**config.mk**
```make
export PLATFORM = sky130hd
export DESIGN_NAME = fact_accel_flat
export DESIGN_NICKNAME = d
export VERILOG_FILES = /design/src/rtl/fact_accel_pkg.sv /design/src/rtl/fact_accel_if.sv /design/src/rtl/fact_accel_fsm.sv /design/src/rtl/fact_accel.sv /design/src/flat_wrapper.sv
export SDC_FILE = /design/constraint.sdc
export NUM_CORES = 1
export LEC_CHECK = 0
export CAP_MARGIN = 20
export CORE_UTILIZATION = 25
export CTS_CLUSTER_DIAMETER = 100
export DETAILED_ROUTE_END_ITERATION = 7
export GPL_TIMING_DRIVEN = 0
export HOLD_SLACK_MARGIN = 0.1
export PLACE_DENSITY_LB_ADDON = 0.3
export SYNTH_ARGS = -nofsm -noshare
export SYNTH_HDL_FRONTEND = slang
export SYNTH_SLANG_ARGS = --single-unit
export TNS_END_PERCENT = 30
```
**constraint.sdc**
```tcl
create_clock -name clk -period 5.52 [get_ports clk]
set_clock_uncertainty 0.15 [all_clocks]
set_input_delay 1.104 -clock clk [delete_from_list [all_inputs] [get_ports clk]]
set_output_delay 1.104 -clock clk [all_outputs]
set_load 0.02 [all_outputs]
```
**src/rtl/fact_accel_pkg.sv**
```systemverilog
// Shared definitions for the factorial accelerator: FSM states, register
// offsets, STATUS bit positions and a configuration sanity helper.
package fact_accel_pkg;

  typedef enum logic [1:0] {
    IDLE = 2'd0,
    BUSY = 2'd1,
    DONE = 2'd2
  } state_e;

  localparam logic [1:0] OFF_N      = 2'd0;
  localparam logic [1:0] OFF_GO     = 2'd1;
  localparam logic [1:0] OFF_STATUS = 2'd2;
  localparam logic [1:0] OFF_RESULT = 2'd3;

  localparam int DONE_BIT = 0;
  localparam int ERR_BIT  = 1;

  // True when n! is representable in w bits, so the truncating multiply never wraps.
  function automatic bit fact_fits(input int n, input int w);
    longint unsigned f;
    f = 64'd1;
    if (w >= 64) return 1'b1;
    for (int i = 2; i <= n; i++) f = f * 64'(i);
    return f < (64'd1 << w);
  endfunction

endpackage

```
**src/rtl/fact_accel_if.sv**
```systemverilog
// One lane of the data-memory bus as seen by a memory-mapped peripheral.
interface fact_accel_if #(
    parameter int DATA_W = 32
);
    logic              sel;
    logic              we;
    logic [1:0]        addr;
    logic [DATA_W-1:0] wd;
    logic [DATA_W-1:0] rd;

    modport master (output sel, output we, output addr, output wd, input rd);
    modport slave  (input sel, input we, input addr, input wd, output rd);
endinterface

```
**src/rtl/fact_accel_fsm.sv**
```systemverilog
// Iterative factorial engine: counts down from n, multiplying into prod,
// and publishes the product (or an error) only on entry to DONE.
module fact_accel_fsm
    import fact_accel_pkg::*;
#(
    parameter int DATA_W = 32,
    parameter int N_W    = 4,
    parameter int MAX_N  = 12
) (
    input  logic              clk,
    input  logic              rst,
    input  logic              start,
    input  logic [N_W-1:0]    n_in,
    output logic              busy,
    output logic              done,
    output logic              err,
    output logic [DATA_W-1:0] result
);

    localparam logic [N_W-1:0] MAX_N_V = N_W'(MAX_N);
    localparam logic [N_W-1:0] ONE_V   = N_W'(1);

    state_e            state;
    logic [N_W-1:0]    cnt;
    logic [DATA_W-1:0] prod;
    logic              err_pend;

    // NOTE: every register here updates with <= so all reads in this block see
    // the pre-edge values; blocking assignments would chain updates within a cycle.
    always_ff @(posedge clk) begin
        if (!rst) begin
            state    <= IDLE;
            cnt      <= '0;
            prod     <= DATA_W'(1);
            err_pend <= 1'b0;
            busy     <= 1'b0;
            done     <= 1'b0;
            err      <= 1'b0;
            result   <= '0;
        end else begin
            case (state)
                IDLE, DONE: begin
                    if (start) begin
                        cnt      <= n_in;
                        prod     <= DATA_W'(1);
                        err_pend <= (n_in > MAX_N_V);
                        done     <= 1'b0;
                        err      <= 1'b0;
                        busy     <= 1'b1;
                        state    <= BUSY;
                    end
                end
                BUSY: begin
                    if (err_pend) begin
                        err    <= 1'b1;
                        result <= '0;
                        busy   <= 1'b0;
                        state  <= DONE;
                    end else if (cnt <= ONE_V) begin
                        done   <= 1'b1;
                        result <= prod;
                        busy   <= 1'b0;
                        state  <= DONE;
                    end else begin
                        prod <= prod * DATA_W'(cnt);
                        cnt  <= cnt - ONE_V;
                    end
                end
                default: begin
                    busy  <= 1'b0;
                    state <= IDLE;
                end
            endcase
        end
    end

endmodule

```
**src/rtl/fact_accel.sv**
```systemverilog
// Memory-mapped factorial accelerator: bus decode, N register and read mux
// around the iterative engine.
module fact_accel
    import fact_accel_pkg::*;
#(
    parameter int DATA_W = 32,
    parameter int N_W    = 4,
    parameter int MAX_N  = 12
) (
    input  logic         clk,
    input  logic         rst,
    fact_accel_if.slave  bus,
    output logic         busy
);

    if (!fact_fits(MAX_N, DATA_W) || MAX_N >= (1 << N_W)) begin : g_bad_cfg
        $error("fact_accel: MAX_N! must fit in DATA_W and MAX_N must fit in N_W");
    end

    logic              wr;
    logic              start;
    logic [N_W-1:0]    n_reg;
    logic              done;
    logic              err;
    logic [DATA_W-1:0] result;

    assign wr    = bus.sel & bus.we;
    assign start = wr && (bus.addr == OFF_GO) && bus.wd[0];

    always_ff @(posedge clk) begin
        if (!rst) begin
            n_reg <= '0;
        end else if (wr && (bus.addr == OFF_N)) begin
            n_reg <= bus.wd[N_W-1:0];
        end
    end

    // A GO in the same cycle as an N write cannot happen on one port, so the
    // engine always samples the already-registered n_reg.
    fact_accel_fsm #(
        .DATA_W (DATA_W),
        .N_W    (N_W),
        .MAX_N  (MAX_N)
    ) u_fsm (
        .clk    (clk),
        .rst    (rst),
        .start  (start),
        .n_in   (n_reg),
        .busy   (busy),
        .done   (done),
        .err    (err),
        .result (result)
    );

    // NOTE: rd gets a default before the case so no path leaves it unassigned
    // and no latch is inferred.
    always_comb begin
        bus.rd = '0;
        case (bus.addr)
            OFF_N: bus.rd = DATA_W'(n_reg);
            OFF_STATUS: begin
                bus.rd[DONE_BIT] = done;
                bus.rd[ERR_BIT]  = err;
            end
            OFF_RESULT: bus.rd = result;
            default: bus.rd = '0;
        endcase
    end

endmodule
```
**src/flat_wrapper.sv**
```systemverilog
// flat-port wrapper written by rule: the top's interface ports become plain ports
module fact_accel_flat import fact_accel_pkg::*;
#(
    parameter int DATA_W = 32,
    parameter int N_W    = 4,
    parameter int MAX_N  = 12
)
  (clk, rst, busy, bus_sel, bus_we, bus_addr, bus_wd, bus_rd);
  fact_accel_if #(.DATA_W(DATA_W)) bus_i ();
  input  logic clk;
  input  logic rst;
  output logic busy;
  input wire logic [$bits(bus_i.sel)-1:0] bus_sel;
  input wire logic [$bits(bus_i.we)-1:0] bus_we;
  input wire logic [$bits(bus_i.addr)-1:0] bus_addr;
  input wire logic [$bits(bus_i.wd)-1:0] bus_wd;
  output wire logic [$bits(bus_i.rd)-1:0] bus_rd;
  assign bus_i.sel = bus_sel;
  assign bus_i.we = bus_we;
  assign bus_i.addr = bus_addr;
  assign bus_i.wd = bus_wd;
  assign bus_rd = bus_i.rd;
  fact_accel #(.DATA_W(DATA_W), .N_W(N_W), .MAX_N(MAX_N)) u_core (.clk(clk), .rst(rst), .bus(bus_i), .busy(busy));
endmodule
```
# ---- Word-level counts from Yosys, hierarchy flattened
# Index checks and enable logic that the tools add are counted.
dict set report totals {
  reg_bits 78
  out_inout_bits 33
  wordCells 65
  input_bits 38
}
dict set report op_classes {
  bitwise 1
  mux 26
  reduce_logical 14
  n_mul 1
  eq_ne 11
  n_lt_le_gt_ge 2
  addsub 1
}
# cell n
set ops {}
lappend ops {{2-to-1 mux 32 bit} 5}
lappend ops {{one-hot mux 32 bit (2 select lines)} 1}
lappend ops {{one-hot mux 30 bit (2 select lines)} 1}
lappend ops {{multiplier 32 x 4 -> 32 bit} 1}
lappend ops {{2-to-1 mux 4 bit} 3}
lappend ops {{!= test 2 bit, second input constant} 4}
lappend ops {{one-hot mux 4 bit (2 select lines)} 1}
lappend ops {{AND reduction 4 bit} 2}
lappend ops {{2-to-1 mux 1 bit} 7}
lappend ops {{equality test 2 bit, second input constant} 3}
lappend ops {{2-to-1 mux 2 bit} 3}
lappend ops {{one-hot mux 1 bit (2 select lines)} 3}
lappend ops {{one-hot mux 2 bit (3 select lines)} 1}
lappend ops {{AND reduction 2 bit} 3}
lappend ops {{equality test 2 x 1 -> 1 bit, second input constant} 2}
lappend ops {{greater-than comparator 4 bit, second input constant} 1}
lappend ops {{less-or-equal comparator 4 x 1 -> 1 bit, second input constant} 1}
lappend ops {{zero test 2 bit} 2}
lappend ops {{one-hot mux 2 bit (2 select lines)} 1}
lappend ops {{nonzero test 2 bit} 2}
lappend ops {{subtractor 4 x 1 -> 4 bit, second input constant} 1}
lappend ops {{logical AND 1 bit} 3}
lappend ops {{!= test 3 bit, second input constant} 1}
lappend ops {{AND reduction 3 bit} 1}
lappend ops {{3 further kinds} 3}

# ---- Longest topological paths before layout
dict set report logic_depth {
  word_depth 5
  depth_mapped 17
  ltp_nobuf 14
}

# ---- By module
# Synthesis repeated with hierarchy kept, for this count alone.
dict set report unflattened {
  hier_cells 885
  area_unflattened_um2 7121.8
}
# module cells_each seq_area_each_um2 area_per_inst_um2 n_inst
set modules_own_cells {}
lappend modules_own_cells {fact_accel_fsm 820 1481.4 6642.6 1}
lappend modules_own_cells {fact_accel 65 80.1 479.2 1}

# ---- Worst setup path before layout
# Ideal clock, no wire load.
dict set report synth_path {
  path_kind {register to register}
  startpoint {reg u_core.u_fsm.cnt[3]}
  endpoint {reg u_core.u_fsm.prod[30]}
  synth_period_minus_slack_ns 4.164
  stages_incl_launch_ff 16
  required_time_ns 5.244
  setup_time_ns 0.126
  slack_ns 1.356
  n_path_buf 2
  arrival_ns 3.888
  cell_sequence {dfxtp_1 > clkbuf_1 > clkbuf_1 > nand2_1 > fa_1 > fa_1 > inv_1 > fa_1 > a211oi_2 > o21bai_1 > o31ai_2 > nor2_1 > o21a_2 > a221oi_2 > mux2i_1 > o21ai_1}
}
dict set report synth_between {
  elab_chain_cells 4
  word_cells_on_any_way 7
  classes_between {1 x mul; 1 x order compare; 1 x eq/ne; 3 x mux; 1 x reduce/logical}
}
# element line
set synth_lines {}
lappend synth_lines {{start: declaration} fact_accel_fsm.sv:24} ;# logic [N_W-1:0] cnt;
lappend synth_lines {{start signal: assignment} fact_accel_fsm.sv:44} ;# cnt <= n_in;
lappend synth_lines {{start signal: assignment} fact_accel_fsm.sv:66} ;# cnt <= cnt - ONE_V;
lappend synth_lines {{multiplier 32 x 4 -> 32 bit} fact_accel_fsm.sv:65} ;# prod <= prod * DATA_W'(cnt);
lappend synth_lines {{2-to-1 mux 32 bit} fact_accel_fsm.sv:59} ;# end else if (cnt <= ONE_V) begin
lappend synth_lines {{2-to-1 mux 32 bit} fact_accel_fsm.sv:54} ;# if (err_pend) begin
lappend synth_lines {{one-hot mux 32 bit (2 select lines)} fact_accel_fsm.sv:41} ;# case (state)
lappend synth_lines {{end signal: assignment} fact_accel_fsm.sv:65}
lappend synth_lines {{end: declaration} fact_accel_fsm.sv:25} ;# logic [DATA_W-1:0] prod;
# Parallel ways exist; a longest one is shown, timed or not. The select of a mux whose other input is x is not followed.
# A chain may end at the register's enable or synchronous reset.

# ---- Worst setup path in the final report
# Same ends and word-level chain as after synthesis.

==> impl_metrics.tcl <==
set metrics [dict create \
    status "completed" \
    timing.fmax_mhz 191 \
    grt_usage_pct 14.2 \
    synth_top_cell_by_area "dfxtp_1" \
    crit_type "flip-flop to flip-flop" \
    die_x_microns 169 \
    worst_slew_pin_slew_ns 1.16 \
    coreArea_sq_mm 0.0272 \
    grt_pass1_wl_microns 31500 \
    fin_hold_ws_ns 0.356 \
    p_leak_nw 3.41 \
    ys.flop_type "dfxtp_1" \
    synth-simple-area-share_pct 23.9 \
    clk_latency_ns 0.34 \
    p_seq_share_pct 45.5 \
    internal_power_mw 0.957 \
    clkTransAtPathRegs_ns 0.06 \
    synth_enable_flop_cells 0 \
    antenna_cells 0 \
    path_cells "clkbuf_1 -> clkbuf_2 -> nand2_1 -> fa_1 -> fa_1 -> inv_1 -> fa_1 -> a211oi_2 -> o21bai_1 -> o31ai_2 -> nor2_1 -> o21a_2 -> a221oi_2 -> mux2i_1 -> o21ai_1" \
    drc 0 \
    yosysSeqAreaShare_pct 22.4 \
    finalCritPeriodShare_pct 94.7 \
    netlist_area_sq_mm 0.00697 \
    fin_setup_tns_ns 0 \
    dpl_cell_area_sq_mm 0.00785 \
    netlist_top_cells_area "dfxtp_1, fa_1, and2_1" \
    top_regs "u_core.u_fsm.prod: 32 flops, u_core.u_fsm.result: 32 flops" \
    synthArstFlopShare_pct 0 \
    synth_fa_ha_area_share_pct 23.4 \
    swShare_pct 23.0 \
    rsz0062_at_grt "false" \
    drtAntennaViolNets 0 \
    synthDistinctLibCells 54 \
    final.min_clock_period_ns 5.23 \
    globalRoute.busiestLayer "met2" \
    n_fill_cell 3021 \
    viasPerCell 4.45 \
    initial_core_util_pct 25.6 \
    ir_drop_v 0.000139 \
    cp-start-kind "flip-flop" \
    maxCapViolations 0 \
    die_area_sq_mm 0.0285 \
    pwr-share-clk_pct 50.3 \
    report.final.slew_viol_count 0 \
    synth-seq-cells 78 \
    cts_max_level 3 \
    powerDensity_mw_per_mm2 152 \
    grt_max_degree 13 \
    crit_required_ns 5.59 \
    drtIter0Drc 291 \
    cp_slowest_cell "fa_1" \
    min_path_type "flip-flop to flip-flop" \
    clockBufferDepth 2 \
    post_drt_wl_per_cell_microns 15.4 \
    synth_top_family_by_area "simple AND/OR/NAND/NOR gates" \
    use_met2_pct 23.7 \
    grt_overflow 0 \
    yosys_warnings 0 \
    drive_above_1_share_pct 4.12 \
    synth_top_area_share_pct 22.4 \
    cts.root.buffer_cell "clkbuf_16" \
    slowest_delay_ns 0.55 \
    endpoint_kind "flip-flop" \
    rows 60 \
    synth_compound_area_share_pct 16.9 \
    placement.io_buffers 42 \
    gp_congestion 0.853 \
    cp.arrival_ns 5.29 \
    grtUsageMet3_pct 1.59 \
    tritoncts "built" \
    routed_wl_microns 19600 \
    grt_use_met1_pct 19.4 \
    grt_pass1_vias 5728 \
    io_pins 71 \
    comb_power_share_pct 4.1 \
    cts_setup_buffers 0 \
    antenna_found_initial 0 \
    post-route-util_pct 30.0 \
    p_total_mw 1.24 \
    crit_fanout 10 \
    p_switching_mw 0.286 \
    cpMostUsedCell "fa_1" \
    rrSetupSlack_ns 0.29 \
    final_cell_area_sq_mm 0.00816 \
    synth_xor_area_share_pct 3.77 \
    via_count 5662 \
    cts_num_sinks 78 \
    synth.avg_cell_area_sq_um 8.28 \
    hold_violations 0 \
    drt_pass1_iterations 5 \
    area_delta_synth_final_pct 17.1 \
    synthesis.nets 975 \
    synthMuxAreaShare_pct 1.01 \
    cts-buffers-inserted 9 \
    relSlewSlack_pct 22.3 \
    finalSetupViolCount 0 \
    netlist_instances 841 \
    final_nets 1028 \
    hpwl_microns 14900 \
    chipHeight_microns 169 \
]
-- cells by family (layout without fill, tap and decap cells) --
| family | count (synthesis) | count (layout) |
|---|---|---|
| flip-flops | 78 | 78 |
| XOR/XNOR | 30 | 30 |
| buffers and inverters | 154 | 212 |
| multiplexers | 7 | 7 |
| adder cells (fa/ha/maj) | 96 | 96 |
| AND/OR/NAND/NOR | 308 | 308 |
| AO/OA/AOI/OAI | 168 | 168 |
-- Yosys cell counts, drive strengths merged (17+ instances only) --
| master | n |
|---|---|
| o21ai | 36 |
| and2 | 118 |
| fa | 57 |
| nor2b | 50 |
| a22oi | 44 |
| a21oi | 30 |
| nand2 | 75 |
| xnor2 | 17 |
| dfxtp | 78 |
| nor2 | 26 |
| inv | 114 |
| ha | 39 |
| clkbuf | 35 |
-- per-stage QoR --
step	instances	setup WS [ns]
global route	1271	0.0241
CTS	1271	0.179
global placement	1255	-0.0431
floorplan	841	1.36
detailed placement	1255	-0.0669
finish	1271	0.292
-- cell usage in the layout, fill, tap and decap left out, types with 3 or more instances in the layout --
cell / n
a211oi_1: 3
a21boi_0: 6
a21o_1: 9
a21oi_1: 29
a22oi_1: 44
a31oi_1: 3
and2_1: 117
buf_6: 3
clkbuf_1: 35
clkbuf_16: 9
clkdlybuf4s50_1: 42
clkinv_2: 3
dfxtp_1: 78
fa_1: 57
ha_1: 39
inv_1: 114
mux2i_1: 7
nand2_1: 75
nand2b_1: 3
nand3_1: 13
nand4_1: 7
nor2_1: 26
nor2b_1: 50
nor3_1: 3
nor4_1: 3
o21a_1: 4
o21ai_0: 25
o21ai_1: 10
o21bai_1: 8
or3_1: 4
xnor2_1: 17
xor2_1: 13
-- worst paths after layout --
check | end | cells past startpoint | from
max | u_core.u_fsm.prod[30]$_SDFFE_PN0P_ | 15 | u_core.u_fsm.cnt[3]$_SDFFE_PN0P_
min | u_core.u_fsm.state[1]$_SDFFE_PN0P_ | 2 | u_core.u_fsm.state[1]$_SDFFE_PN0P_
max reg2reg | u_core.u_fsm.prod[30]$_SDFFE_PN0P_ | 15 | u_core.u_fsm.cnt[3]$_SDFFE_PN0P_
min reg2reg | u_core.u_fsm.state[1]$_SDFFE_PN0P_ | 2 | u_core.u_fsm.state[1]$_SDFFE_PN0P_
-- layout make-up --
type	count	area, sq um	area share [%]
clock buffers	12	256	3.15
multi-input cells	609	4800	58.9
plain buffers	40	176	2.16
flip-flops and latches	78	1560	19.1
well taps	372	465	5.71
inverters	114	428	5.25
repair buffers	42	420	5.15
clock inverters	4	45.0	0.552
-- critical path, delay by kind of cell (launching register included) --
kind	cells	cell delay, ns
adder cells (fa/ha/maj)	3	1.58
AO/OA/AOI/OAI	6	1.39
buffers and inverters	3	1.07
flip-flops	1	0.40
AND/OR/NAND/NOR	2	0.27
multiplexers	1	0.24
-- metal layers --
layer / vias to the layer above / share of wire (%)
met3: 19 / 2.7
met1: 2722 / 49
met2: 78 / 47
met5: - / 0
met4: 0 / 1.4
li1: 2843 / -
-- power by group through the flow --
| stage | clock [mW] | sequential [mW] | combinational, mW |
|---|---|---|---|
| CTS | 0.640 | 0.566 | 0.0526 |
| global route | 0.664 | 0.566 | 0.0558 |
| global placement | 0 | 0.579 | 0.0525 |
| detailed placement | 0 | 0.579 | 0.0524 |
| finish | 0.625 | 0.566 | 0.0515 |
| floorplan | 0 | 0.578 | 0.0263 |
-- timing repair --
item | in CTS | in global routing
resized for setup | 1 | 0
setup endpoints to repair | 2 | 0
endpoints found under the hold margin | 0 | 0
hold buffers | 0 | 0
No activity file was read; power rests on OpenSTA's default activity.
